## src/rtl/b_resp_fifo_if.sv

```systemverilog
// ---------------------------------------------------------------------------
// b_resp_fifo_if
// Write-response (B channel) handshake bundle for the crossbar B buffer.
//   in_BID/in_BRESP/in_valid  : producer -> FIFO enqueue side
//   in_ready                  : FIFO -> producer, space available
//   out_BID/out_BRESP/out_valid : FIFO -> consumer, head entry
//   out_ready                 : consumer -> FIFO, head accepted
// Modports: slave = the FIFO itself, master = the surrounding logic that
// drives enqueue and consumes the head.
// ---------------------------------------------------------------------------
interface b_resp_fifo_if #(
    parameter int ID_WIDTH = 4
);
    logic [ID_WIDTH-1:0] in_BID;
    logic [1:0]          in_BRESP;
    logic                in_valid;
    logic                in_ready;
    logic [ID_WIDTH-1:0] out_BID;
    logic [1:0]          out_BRESP;
    logic                out_valid;
    logic                out_ready;

    modport slave (
        input  in_BID, in_BRESP, in_valid, out_ready,
        output in_ready, out_BID, out_BRESP, out_valid
    );

    modport master (
        output in_BID, in_BRESP, in_valid, out_ready,
        input  in_ready, out_BID, out_BRESP, out_valid
    );
endinterface

```

## src/rtl/b_resp_fifo.sv

```systemverilog
// ---------------------------------------------------------------------------
// b_resp_fifo
// Single-clock AXI B-channel buffer: circular buffer of DEPTH entries (any
// DEPTH >= 2), first-word-fall-through head, occupancy count, almost-full
// flag, synchronous flush and a saturating count of error responses.
// Ports:
//   clk, nrst     : clock, asynchronous active-low reset
//   flush         : synchronous clear of all entries (err_count kept)
//   err_clr       : synchronous clear of err_count
//   bus (slave)   : enqueue / dequeue handshakes (see b_resp_fifo_if)
//   count         : current occupancy
//   almost_full   : count >= AF_THRESH
//   err_count     : accepted entries with BRESP[1]=1, saturating
// ---------------------------------------------------------------------------
module b_resp_fifo #(
    parameter int ID_WIDTH      = 4,
    parameter int DEPTH         = 8,
    parameter int AF_THRESH     = DEPTH - 2,
    parameter int ERR_CNT_WIDTH = 8,
    localparam int CW           = $clog2(DEPTH + 1),
    localparam int PW           = (DEPTH > 1) ? $clog2(DEPTH) : 1
) (
    input  logic                     clk,
    input  logic                     nrst,
    input  logic                     flush,
    input  logic                     err_clr,
    b_resp_fifo_if.slave             bus,
    output logic [CW-1:0]            count,
    output logic                     almost_full,
    output logic [ERR_CNT_WIDTH-1:0] err_count
);

    logic [ID_WIDTH-1:0]      mem_id_q   [DEPTH];
    logic [1:0]               mem_resp_q [DEPTH];
    logic [PW-1:0]            wr_ptr_q, rd_ptr_q;
    logic [CW-1:0]            count_q, count_d;
    logic [ERR_CNT_WIDTH-1:0] err_q;
    logic                     push, pop;

    // Pointers wrap explicitly at DEPTH-1 so non-power-of-2 depths work.
    function automatic logic [PW-1:0] ptr_inc(input logic [PW-1:0] p);
        return (p == PW'(DEPTH - 1)) ? '0 : p + PW'(1);
    endfunction

    // Handshake flags come only from registered state, so in_ready has no
    // path from out_ready: a full FIFO refuses a push even during a pop.
    assign bus.in_ready  = (count_q != CW'(DEPTH));
    assign bus.out_valid = (count_q != '0);
    assign push          = bus.in_valid & bus.in_ready;
    assign pop           = bus.out_valid & bus.out_ready;

    assign bus.out_BID   = mem_id_q[rd_ptr_q];
    assign bus.out_BRESP = mem_resp_q[rd_ptr_q];
    assign count         = count_q;
    assign almost_full   = (count_q >= CW'(AF_THRESH));
    assign err_count     = err_q;

    always_comb begin
        count_d = count_q;
        case ({push, pop})
            2'b10:   count_d = count_q + CW'(1);
            2'b01:   count_d = count_q - CW'(1);
            default: count_d = count_q;
        endcase
    end

    always_ff @(posedge clk or negedge nrst) begin
        if (!nrst) begin
            wr_ptr_q <= '0;
            rd_ptr_q <= '0;
            count_q  <= '0;
            // Storage is cleared so the head drives zero out of reset.
            for (int i = 0; i < DEPTH; i++) begin
                mem_id_q[i]   <= '0;
                mem_resp_q[i] <= '0;
            end
        end else if (flush) begin
            wr_ptr_q <= '0;
            rd_ptr_q <= '0;
            count_q  <= '0;
        end else begin
            // Only the slot at wr_ptr is written; with count < DEPTH it is
            // never the head, so the head stays stable under pushes.
            if (push) begin
                mem_id_q[wr_ptr_q]   <= bus.in_BID;
                mem_resp_q[wr_ptr_q] <= bus.in_BRESP;
                wr_ptr_q             <= ptr_inc(wr_ptr_q);
            end
            if (pop) begin
                rd_ptr_q <= ptr_inc(rd_ptr_q);
            end
            count_q <= count_d;
        end
    end

    // A push discarded by flush is not an accepted entry, so it is not
    // counted; flush itself leaves the counter alone.
    always_ff @(posedge clk or negedge nrst) begin
        if (!nrst) begin
            err_q <= '0;
        end else if (err_clr) begin
            err_q <= '0;
        end else if (push && !flush && bus.in_BRESP[1] && (err_q != '1)) begin
            err_q <= err_q + ERR_CNT_WIDTH'(1);
        end
    end

endmodule

```

## src/flat_wrapper.sv

```systemverilog
// flat-port wrapper written by rule: the top's interface ports become plain ports
module b_resp_fifo_flat 
#(
    parameter int ID_WIDTH      = 4,
    parameter int DEPTH         = 8,
    parameter int AF_THRESH     = DEPTH - 2,
    parameter int ERR_CNT_WIDTH = 8,
    localparam int CW           = $clog2(DEPTH + 1),
    localparam int PW           = (DEPTH > 1) ? $clog2(DEPTH) : 1
)
  (clk, nrst, flush, err_clr, count, almost_full, err_count, bus_in_BID, bus_in_BRESP, bus_in_valid, bus_out_ready, bus_in_ready, bus_out_BID, bus_out_BRESP, bus_out_valid);
  b_resp_fifo_if #(.ID_WIDTH(ID_WIDTH)) bus_i ();
  input  logic clk;
  input  logic nrst;
  input  logic flush;
  input  logic err_clr;
  output logic [CW-1:0] count;
  output logic almost_full;
  output logic [ERR_CNT_WIDTH-1:0] err_count;
  input wire logic [$bits(bus_i.in_BID)-1:0] bus_in_BID;
  input wire logic [$bits(bus_i.in_BRESP)-1:0] bus_in_BRESP;
  input wire logic [$bits(bus_i.in_valid)-1:0] bus_in_valid;
  input wire logic [$bits(bus_i.out_ready)-1:0] bus_out_ready;
  output wire logic [$bits(bus_i.in_ready)-1:0] bus_in_ready;
  output wire logic [$bits(bus_i.out_BID)-1:0] bus_out_BID;
  output wire logic [$bits(bus_i.out_BRESP)-1:0] bus_out_BRESP;
  output wire logic [$bits(bus_i.out_valid)-1:0] bus_out_valid;
  assign bus_i.in_BID = bus_in_BID;
  assign bus_i.in_BRESP = bus_in_BRESP;
  assign bus_i.in_valid = bus_in_valid;
  assign bus_i.out_ready = bus_out_ready;
  assign bus_in_ready = bus_i.in_ready;
  assign bus_out_BID = bus_i.out_BID;
  assign bus_out_BRESP = bus_i.out_BRESP;
  assign bus_out_valid = bus_i.out_valid;
  b_resp_fifo #(.ID_WIDTH(ID_WIDTH), .DEPTH(DEPTH), .AF_THRESH(AF_THRESH), .ERR_CNT_WIDTH(ERR_CNT_WIDTH)) u_core (.clk(clk), .nrst(nrst), .flush(flush), .err_clr(err_clr), .bus(bus_i), .count(count), .almost_full(almost_full), .err_count(err_count));
endmodule
```

## config.mk

```make
export PLATFORM = sky130hd
export DESIGN_NAME = b_resp_fifo_flat
export DESIGN_NICKNAME = d
export VERILOG_FILES = /design/src/rtl/b_resp_fifo_if.sv /design/src/rtl/b_resp_fifo.sv /design/src/flat_wrapper.sv
export SDC_FILE = /design/constraint.sdc
export NUM_CORES = 1
export LEC_CHECK = 0
export ABC_CLOCK_PERIOD_IN_PS = 2800
export CAP_MARGIN = 20
export CORE_MARGIN = 3
export CORE_UTILIZATION = 35
export CTS_BUF_LIST = sky130_fd_sc_hd__clkbuf_8
export DETAILED_ROUTE_END_ITERATION = 6
export PLACE_DENSITY_LB_ADDON = 0.08
export SYNTH_ARGS = -nofsm -noshare
export SYNTH_HDL_FRONTEND = slang
export SYNTH_SLANG_ARGS = --single-unit
```

## constraint.sdc

```tcl
create_clock -name clk -period 2.8 [get_ports clk]
set_input_delay 0.28 -clock clk [delete_from_list [all_inputs] [get_ports clk]]
set_output_delay 0.28 -clock clk [all_outputs]
set_load 0.05 [all_outputs]
```

# Yosys cells after proc, flatten, opt, wreduce, memory -nomap -nowiden
# Index checks and enable logic that the tools add are counted.
# W data, S select, Z words.
dict set report op_classes {
  addsub 5
  magnitude_cmp 4
  eq_ne 6
  muxes 22
  bitwise_logic 5
  reduce_logical 11
}
# operator count
set op_table {}
lappend op_table {{$bwmux W32} 1}
lappend op_table {{$mux W3} 6}
lappend op_table {{$bwmux W16} 1}
lappend op_table {{$mux W4} 4}
lappend op_table {{$mux W8} 2}
lappend op_table {{$bmux W4 S3} 1}
lappend op_table {{$demux W4 S3} 1}
lappend op_table {{$add A8 B1 Y8 const B} 1}
lappend op_table {{$ge A4 B4 Y1 const B} 2}
lappend op_table {{$ne A8 B8 Y1 const B} 1}
lappend op_table {{$not A3 Y4} 2}
lappend op_table {{$pmux W4 S2} 1}
lappend op_table {{$add A3 B1 Y3 const B} 2}
lappend op_table {{$bmux W2 S3} 1}
lappend op_table {{$demux W2 S3} 1}
lappend op_table {{$eq A3 B3 Y1 const B} 2}
lappend op_table {{$mux W2} 3}
lappend op_table {{$reduce_bool A2 Y1} 3}
lappend op_table {{$add A4 B1 Y4 const B} 1}
lappend op_table {{$ge A4 B3 Y1 const B} 1}
lappend op_table {{$logic_and A1 B1 Y1} 4}
lappend op_table {{$lt A4 B1 Y1 const B} 1}
lappend op_table {{$ne A4 B4 Y1 const B} 1}
lappend op_table {{$reduce_bool A4 Y1} 1}
lappend op_table {{other kinds (8)} 9}
dict set report word_totals {
  regBits 66
  in_bits 12
}

# Longest topological paths before layout
# Gate-level depths: netlist of the first run.
dict set report logic_depth {
  depth_word 7
  depth_mapped 9
}

# Least setup slack after synthesis of the first run
# OpenSTA, ideal clock, no wires.
dict set report synth_path {
  kind {reg2reg}
  startpoint {reg u_core.count_q[2], in the netlist u_core.count[2]}
  endpoint {reg u_core.count_q[3], in the netlist u_core.count[3]}
  arrival_ps 2649
  required_time_ps 2666
  setup_slack_ps 17
  stages_incl_launch_ff 10
  n_path_buf 1
  path_cell_list {dfrtp_1 -> or4b_1 -> buf_6 -> o21ai_0 -> and2_1 -> ha_1 -> a31o_2 -> a31oi_1 -> mux2i_1 -> o32ai_1}
}
dict set report synth_via {
  elab_chain_cells 5
  elab_cells_between_ends 11
  classes_between {2 x add/sub; 3 x eq/ne; 2 x mux; 2 x bitwise; 2 x reduce/logical}
}
# element line_no
set synth_lines {}
lappend synth_lines {{start: declaration} b_resp_fifo.sv:36} ;# logic [CW-1:0] count_q, count_d;
lappend synth_lines {{start signal: assignment} b_resp_fifo.sv:92} ;# count_q <= count_d;
lappend synth_lines {{$ne A4 B4 Y1 *} b_resp_fifo.sv:47} ;# assign bus.in_ready = (count_q != CW'(DEPTH));
lappend synth_lines {{net bus_in_ready} flat_wrapper.sv:24} ;# output wire logic [$bits(bus_i.in_ready)-1:0] bus_in_ready;
lappend synth_lines {{$and A1 B1 Y1 *} b_resp_fifo.sv:49} ;# assign push = bus.in_valid & bus.in_ready;
lappend synth_lines {{$eq A2 B1 Y1 / $eq A2 B2 Y1 (equally long branches)} b_resp_fifo.sv:60} ;# case ({push, pop})
lappend synth_lines {{$pmux W4 S2} b_resp_fifo.sv:60}
lappend synth_lines {{$mux W4} b_resp_fifo.sv:77} ;# end else if (flush) begin
# Mark *: on every way through the listed nets, which the timed path passes. The rest lies on a longest branch.
# A chain may end at the register's enable or synchronous reset.

# Final worst setup path of the first run
dict set report layout_path {
  startpoint {reg u_core.count_q[2], in the netlist u_core.count[2]}
  endpoint {reg u_core.count_q[3], in the netlist u_core.count[3]}
}
dict set report layout_via {
  elab_chain_cells 5
  elab_cells_between_ends 11
  classes_between {2 x add/sub; 3 x eq/ne; 2 x mux; 2 x bitwise; 2 x reduce/logical}
}
# element line_no
set layout_lines {}
lappend layout_lines {{$ne A4 B4 Y1 / $reduce_bool A4 Y1 (equally long branches)} {b_resp_fifo.sv:47, b_resp_fifo.sv:48}}
lappend layout_lines {{$and A1 B1 Y1, on equally long branches} {b_resp_fifo.sv:49, b_resp_fifo.sv:50}}
lappend layout_lines {{$eq A2 B1 Y1 / $eq A2 B2 Y1 (equally long branches)} b_resp_fifo.sv:60}
lappend layout_lines {{$pmux W4 S2} b_resp_fifo.sv:60}
lappend layout_lines {{$mux W4} b_resp_fifo.sv:77}
# Parallel ways exist; a longest one is shown, timed or not.

==> results of run 1 <==
-- kinds of logic after synthesis --
family | synth area share (%)
compound gates | 6.18
mux | 28.5
xor+xnor | 1.02
flops | 48.3
simple gates | 11.0
buf+inv | 2.38
fa+ha+maj | 2.56
-- timing repair --
item                                    CTS  global route
resized for setup                         0             0
endpoints found under the hold margin    66             0
endpoints found under the setup margin    0             0
hold buffers                              1             0
-- area by class of cell --
cell class	instances	area [µm²]	area share, %
multi-input cells	168	1690	40.6
flip-flops and latches	66	1650	39.7
repair buffers	49	455	11.0
well taps	129	161	3.88
clock buffers	9	124	2.98
clock inverters	7	68.8	1.66
inverters	2	7.51	0.181
-- report_power, final --
group,internal [mW],switching [mW]
logic,0.591,0.705
registers,1.13,0.136
clock network,0.409,0.389
total,2.13,1.23
-- worst reg2reg max path, stage by stage (launching register included) --
cell	delay (ns)
sky130_fd_sc_hd__dfrtp_1	0.41
sky130_fd_sc_hd__or4b_1	0.54
sky130_fd_sc_hd__o21ai_0	0.08
sky130_fd_sc_hd__and2_1	0.18
sky130_fd_sc_hd__ha_1	0.27
sky130_fd_sc_hd__a31o_2	0.25
sky130_fd_sc_hd__a31oi_1	0.31
sky130_fd_sc_hd__mux2i_1	0.13
sky130_fd_sc_hd__o32ai_1	0.24
-- cell usage after synthesis, drive strengths merged --
cell type and instances:
nand3b 5, a21oi 13, ha 7, nand3 7, nor3b 3, or3 6
o21ai 6, or2 1, nor2b 3, or4 3, dfrtp 66, o311ai 1
nor2 7, a31o 1, inv 2, nand2 13, o2111ai 1, nand2b 1
mux2 54, and3 1, nand4 1, o211a 1, a31oi 1, o32ai 1
xor2 4, mux2i 3, and2 1, clkbuf 6, buf 8, a2bb2oi 1
o41a 1, and4 1, o221ai 1, mux4 12, nor3 2, or4b 1
a21o 1, o31ai 3
-- state kept, by name, summed over array words and instances (netlist names) --
| name | cells |
|---|---|
| u_core.count | 4 |
| u_core.err_count | 8 |
| u_core.mem_id_q | 32 |
| u_core.mem_resp_q | 16 |
| u_core.rd_ptr_q | 3 |
| u_core.wr_ptr_q | 3 |
-- path summary, 6_finish.rpt --
kind,startpoint,slack (ns),cells after the start,end
min in group clk,u_core.mem_id_q[18],0.51,1,u_core.mem_id_q[18]
min reg2reg,u_core.mem_id_q[18],0.51,1,u_core.mem_id_q[18]
max,u_core.count[2],0.30,8,u_core.count[3]
max in group asynchronous,nrst,2.00,3,u_core.mem_id_q[3]
min,nrst,0.49,3,u_core.err_count[5]
max reg2reg,u_core.count[2],0.30,8,u_core.count[3]
-- through the flow --
stage                     hold WS (ns)  util (%)
final                            0.493      44.4
after global routing             0.519      44.4
after CTS                        0.502      44.4
after detailed placement         0.335      42.2
after global placement           0.337      42.2
after floorplan                -0.0156         -
-- routing by layer --
metal	share of wire [%]	global-route usage [%]
met5	0	0
met2	46	22.8
met3	3.7	4.08
met4	1.1	3.37
met1	49	19.7
==> impl_metrics.json, run 1 <==
{
  "outcome": "complete, no violations",
  "portBuffers": 32,
  "hold_path_class": "in -> async",
  "final_antenna_net_count": 0,
  "max-vdd-ir-drop_v": 0.000509,
  "layout-area-overhead-vs-synth_pct": 21.5,
  "grt_pass1_wl_um": 12400,
  "ys_seq_elements": 66,
  "crit_chain": "or4b_1, o21ai_0, and2_1, ha_1, a31o_2, a31oi_1, mux2i_1, o32ai_1",
  "post-dp-hpwl_um": 4810,
  "layout_common_cells": "66 x sky130_fd_sc_hd__dfrtp_1, 36 x sky130_fd_sc_hd__mux2_2, 25 x sky130_fd_sc_hd__clkdlybuf4s50_1, 20 x sky130_fd_sc_hd__buf_4, 18 x sky130_fd_sc_hd__mux2_4",
  "synthCells": 250,
  "remaining_drc_errors": 0,
  "final_min_period_over_clock_period_pct": 89.2,
  "post_synth_main_area_contributors": "sky130_fd_sc_hd__dfrtp_1 48%, sky130_fd_sc_hd__mux2_2 12%, sky130_fd_sc_hd__mux2_4 7.9%",
  "grt_pass1_vias": 2295,
  "synth.distinct_cells": 48,
  "setup_viol_count_final": 0,
  "maxCapViolations": 0,
  "synth_warnings": 0,
  "max-clock-path-buffers": 2,
  "effective_utilization_at_floorplan_pct": 36.5,
  "grt_max_degree": 67,
  "worst_path_largest_cell_delay_ns": 0.54,
  "cts.htree.levels": 3,
  "power.density_nw_per_um2": 809,
  "design.core.area_um2": 9370,
  "max_clock_freq_ghz": 0.400,
  "gp_congestion": 0.725,
  "cp_top_family": "compound AO/OA/AOI/OAI gates",
  "post-route-min-period_ns": 2.50,
  "tritoncts": "yes",
  "place_worst_setup_slack_ns": 0.273,
  "vias": 2194,
  "worst_slew_margin_rel_pct": 52.5,
  "drive_gt1_share_pct": 38.9,
  "synthDominantAreaCellType": "sky130_fd_sc_hd__dfrtp_1",
  "floorplan.rows": 35,
  "grt_overflow": 0,
  "clkSlewWorstSetupHoldPaths_ns": 0.07,
  "critical_path.n_buffers_inverters": 0,
  "route.detailed.wl_per_inst_um": 17.3,
  "clkSinkCount": 66,
  "grt_use_total_pct": 14.4,
  "n_fill_cell": 923,
  "drt-pass1-iter-count": 4,
  "timing.critical_path.required_ns": 3.04,
  "worst-slew-pin-transition_ns": 0.712,
  "nNetsFinal": 315,
  "die_h_um": 105,
  "synth.avg_cell_area_um2": 13.7,
  "grt_setup_unrepaired": "false",
  "final-hold-violation-count": 0,
  "finClkSkew_ns": 0.0137,
  "antennaDiodeCount": 0,
  "final_instance_count_excl_fillers": 430,
  "synth.cell_area_um2": 3420,
  "number_of_antenna_violations_at_the_first_check_in_global_routing": 0,
  "syn_nets": 269,
  "totalPowerFinal_mw": 3.36,
  "cts_setup_buffers": 0,
  "leakage_nw": 1.93,
  "endpoint_kind": "register",
  "worstPathMaxFanout": 4,
  "worst_path_max_delay_cell": "sky130_fd_sc_hd__or4b_1",
  "avg_vias_per_cell": 5.10,
  "placed_area_um2": 3950,
  "die_w_um": 105,
  "drt_first_iter_violations": 82,
  "netlist.area_leader.share_pct": 48.3,
  "criticalPathCategory": "reg -> reg",
  "drt-total-wl_um": 7440,
  "layout_commonest_cell": "sky130_fd_sc_hd__dfrtp_1",
  "final_area_um2": 4160,
  "floorplan.io_pins": 33,
  "final_critical_path_setup_slack_ns": 0.302,
  "clock-root-buffer": "sky130_fd_sc_hd__clkbuf_8",
  "dpl.cell_count": 413,
  "die_area_um2": 11000,
  "synth-seq-area-share_pct": 48.3,
  "fin_setup_tns_ns": 0,
  "cp-start-kind": "register",
  "number_of_buffers_created_by_cts": 9,
  "finalMaxSlewViolations": 0,
  "clk_latency_ns": 0.35,
  "critPathArrivalTime_ns": 2.73
}
Note: power is estimated with default switching activity, not from simulation.
==> inputs of run 2 (changes only) <==
--- a/config.mk
+++ b/config.mk
@@ -5,10 +5,9 @@
 export SDC_FILE = /design/constraint.sdc
 export NUM_CORES = 1
 export LEC_CHECK = 0
-export ABC_CLOCK_PERIOD_IN_PS = 2800
-export CAP_MARGIN = 20
+export ABC_CLOCK_PERIOD_IN_PS = 2400
 export CORE_MARGIN = 3
-export CORE_UTILIZATION = 35
+export CORE_UTILIZATION = 59
 export CTS_BUF_LIST = sky130_fd_sc_hd__clkbuf_8
 export DETAILED_ROUTE_END_ITERATION = 6
 export PLACE_DENSITY_LB_ADDON = 0.08
==> constraint.sdc (replaced) <==
create_clock -name clk -period 2.4 [get_ports clk]
set_input_delay 0.24 -clock clk [delete_from_list [all_inputs] [get_ports clk]]
set_output_delay 0.24 -clock clk [all_outputs]
set_load 0.05 [all_outputs]
==> run 2 against run 1 <==
- fmax up 7.8%
- global-route usage rose by 7.5 points
- critical path depth unchanged
- sequential share of layout area up 0.20 points
- highest routed layer unchanged
- cell count shrank 13%
- critical endpoint unchanged
==> impl_metrics.json, run 2 (synthesis results as in run 1) <==
{
  "outcome": "complete, no violations",
  "dpl.cell_count": 358,
  "die_area_um2": 6750,
  "post-dp-hpwl_um": 4670,
  "grt_pass1_vias": 2194,
  "hold_path_class": "in -> async",
  "cts.htree.levels": 3,
  "number_of_buffers_created_by_cts": 9,
  "max-vdd-ir-drop_v": 0.000833,
  "cts_setup_buffers": 0,
  "grt_max_degree": 67,
  "largest_reg_flops": 32,
  "final_min_period_over_clock_period_pct": 96.6,
  "layout-area-overhead-vs-synth_pct": 21.4,
  "power.density_nw_per_um2": 963,
  "register_area_um2": 1660,
  "final-hold-violation-count": 0,
  "vias": 2168,
  "leakage_nw": 1.94,
  "clkSlewWorstSetupHoldPaths_ns": 0.07,
  "endpoint_of_the_worst_register_to_register_path": "u_core.count[3]",
  "worstPathMaxFanout": 3,
  "avg_vias_per_cell": 5.78,
  "gp_congestion": 0.795,
  "ff2ff_path_depth": 8,
  "route.detailed.wl_per_inst_um": 17.8,
  "endpoint_kind": "register",
  "antennaDiodeCount": 0,
  "remaining_drc_errors": 0,
  "power.clock.fraction_pct": 23.5,
  "grt_pass1_wl_um": 10900,
  "post-route-min-period_ns": 2.32,
  "clkSinkCount": 66,
  "floorplan.rows": 27,
  "portBuffers": 32,
  "power.switching_fraction_pct": 36.3,
  "drive_gt1_share_pct": 42.6,
  "clock-root-buffer": "sky130_fd_sc_hd__clkbuf_8",
  "nNetsFinal": 317,
  "fin_setup_tns_ns": 0,
  "drt_first_iter_violations": 103,
  "worst-slew-pin-transition_ns": 0.640,
  "floorplan.io_pins": 33,
  "max_clock_freq_ghz": 0.431,
  "grt_use_total_pct": 22.0,
  "setup_viol_count_final": 0,
  "grt_overflow": 0,
  "p_comb_share_pct": 40.0,
  "effective_utilization_at_floorplan_pct": 61.4,
  "layout_commonest_cell": "sky130_fd_sc_hd__dfrtp_1",
  "finish.utilization_pct": 74.5,
  "tritoncts": "yes",
  "final_instance_count_excl_fillers": 375,
  "final_antenna_net_count": 0,
  "regMostFlops": "u_core.mem_id_q",
  "area_taken_by_multi_input_logic_gates_um2": 1740,
  "drt-total-wl_um": 6670,
  "criticalPathCategory": "reg -> reg",
  "cp-start-kind": "register",
  "drt-pass1-iter-count": 4,
  "n_fill_cell": 380,
  "net-switching-power_mw": 1.45,
  "timing.rr.start": "u_core.count[2]",
  "maxCapViolations": 0,
  "max-clock-path-buffers": 2,
  "r2r_setup_slack_ns": 0.08,
  "number_of_antenna_violations_at_the_first_check_in_global_routing": 0,
  "die_w_um": 82.1,
  "finClkSkew_ns": 0.0137,
  "finalMaxSlewViolations": 0,
  "critPathArrivalTime_ns": 2.54,
  "internal_power_mw": 2.55,
  "die_h_um": 82.1,
  "timing.critical_path.required_ns": 2.62,
  "grt_setup_unrepaired": "false",
  "seq_power_share_pct": 36.5,
  "design.core.area_um2": 5570,
  "worst_slew_margin_rel_pct": 57.4,
  "clk_latency_ns": 0.34,
  "layout_common_cells": "62 x sky130_fd_sc_hd__dfrtp_1, 36 x sky130_fd_sc_hd__mux2_2, 23 x sky130_fd_sc_hd__clkdlybuf4s50_1, 23 x sky130_fd_sc_hd__buf_4, 18 x sky130_fd_sc_hd__mux2_4"
}
## run 2: changes by cell type in the layout (fill, tap and decap cells not counted), sizes merged
cell	delta
buf	+2
clkbuf	+1
clkinvlp	-1
clkdlybuf4s50	-2
dlygate4sd2	+2
## run 2: power groups by stage
stage	clock network [mW]	registers, mW	logic, mW
floorplan	0	1.53	1.10
global placement	0	1.47	1.59
detailed placement	0	1.48	1.61
CTS	0.963	1.46	1.61
global route	1.01	1.49	1.71
finish	0.941	1.46	1.60
## run 2: layer usage
layer	vias to the layer above	track usage [%]	share of wire, %
met5	-	0	0
met4	0	7.97	0.96
met3	7	4.12	3.3
met2	38	32.9	46
met1	1090	32.1	50
li1	1033	-	-
## run 2: cell type report
cell class              instances  share of cell area (%)
clock buffers                  10                    3.31
well taps                      72                    2.17
inverters                       2                   0.181
flip-flops and latches         66                    39.9
multi-input cells             168                    41.9
clock inverters                 6                    1.57
repair buffers                 51                    11.0
## run 2: worst max-delay path by stage
stage	from	depth (start not counted)	to	slack [ns]
final	u_core.count[2]	8	u_core.count[3]	0.08
after global routing	u_core.count[2]	8	u_core.count[3]	0.00004
after CTS	u_core.count[2]	9	u_core.count[3]	0.08
after detailed placement	u_core.count[2]	9	u_core.count[3]	0.09
after global placement	u_core.count[2]	8	u_core.count[3]	0.18
after floorplan	u_core.count[2]	9	u_core.count[3]	-0.12
## run 2: stage by stage
step           power, mW  hold WS, ns  area, µm²  worst slack, ns
2_1_floorplan       2.62      -0.0556       3480           -0.116
3_3_place_gp        3.06        0.285       3940            0.175
3_5_place_dp        3.09        0.284       3940           0.0898
4_1_cts             4.03        0.462       4150           0.0762
5_1_grt             4.21        0.485       4150        0.0000375
6_report            4.00        0.445       4150           0.0818
## run 2: worst max-delay path: stages (launching register included)
cell                      delay, ns
sky130_fd_sc_hd__dfrtp_4       0.47
sky130_fd_sc_hd__or4b_4        0.53
sky130_fd_sc_hd__o21ai_2       0.07
sky130_fd_sc_hd__and2_4        0.18
sky130_fd_sc_hd__ha_4          0.22
sky130_fd_sc_hd__a31o_4        0.23
sky130_fd_sc_hd__a31oi_4       0.17
sky130_fd_sc_hd__mux2i_1       0.10
sky130_fd_sc_hd__o32ai_1       0.24
## run 2: repair_timing
action,in CTS,in global routing
hold buffers,1,0
endpoints found under the setup margin,2,1
endpoints found under the hold margin,66,0
resized for setup,2,1
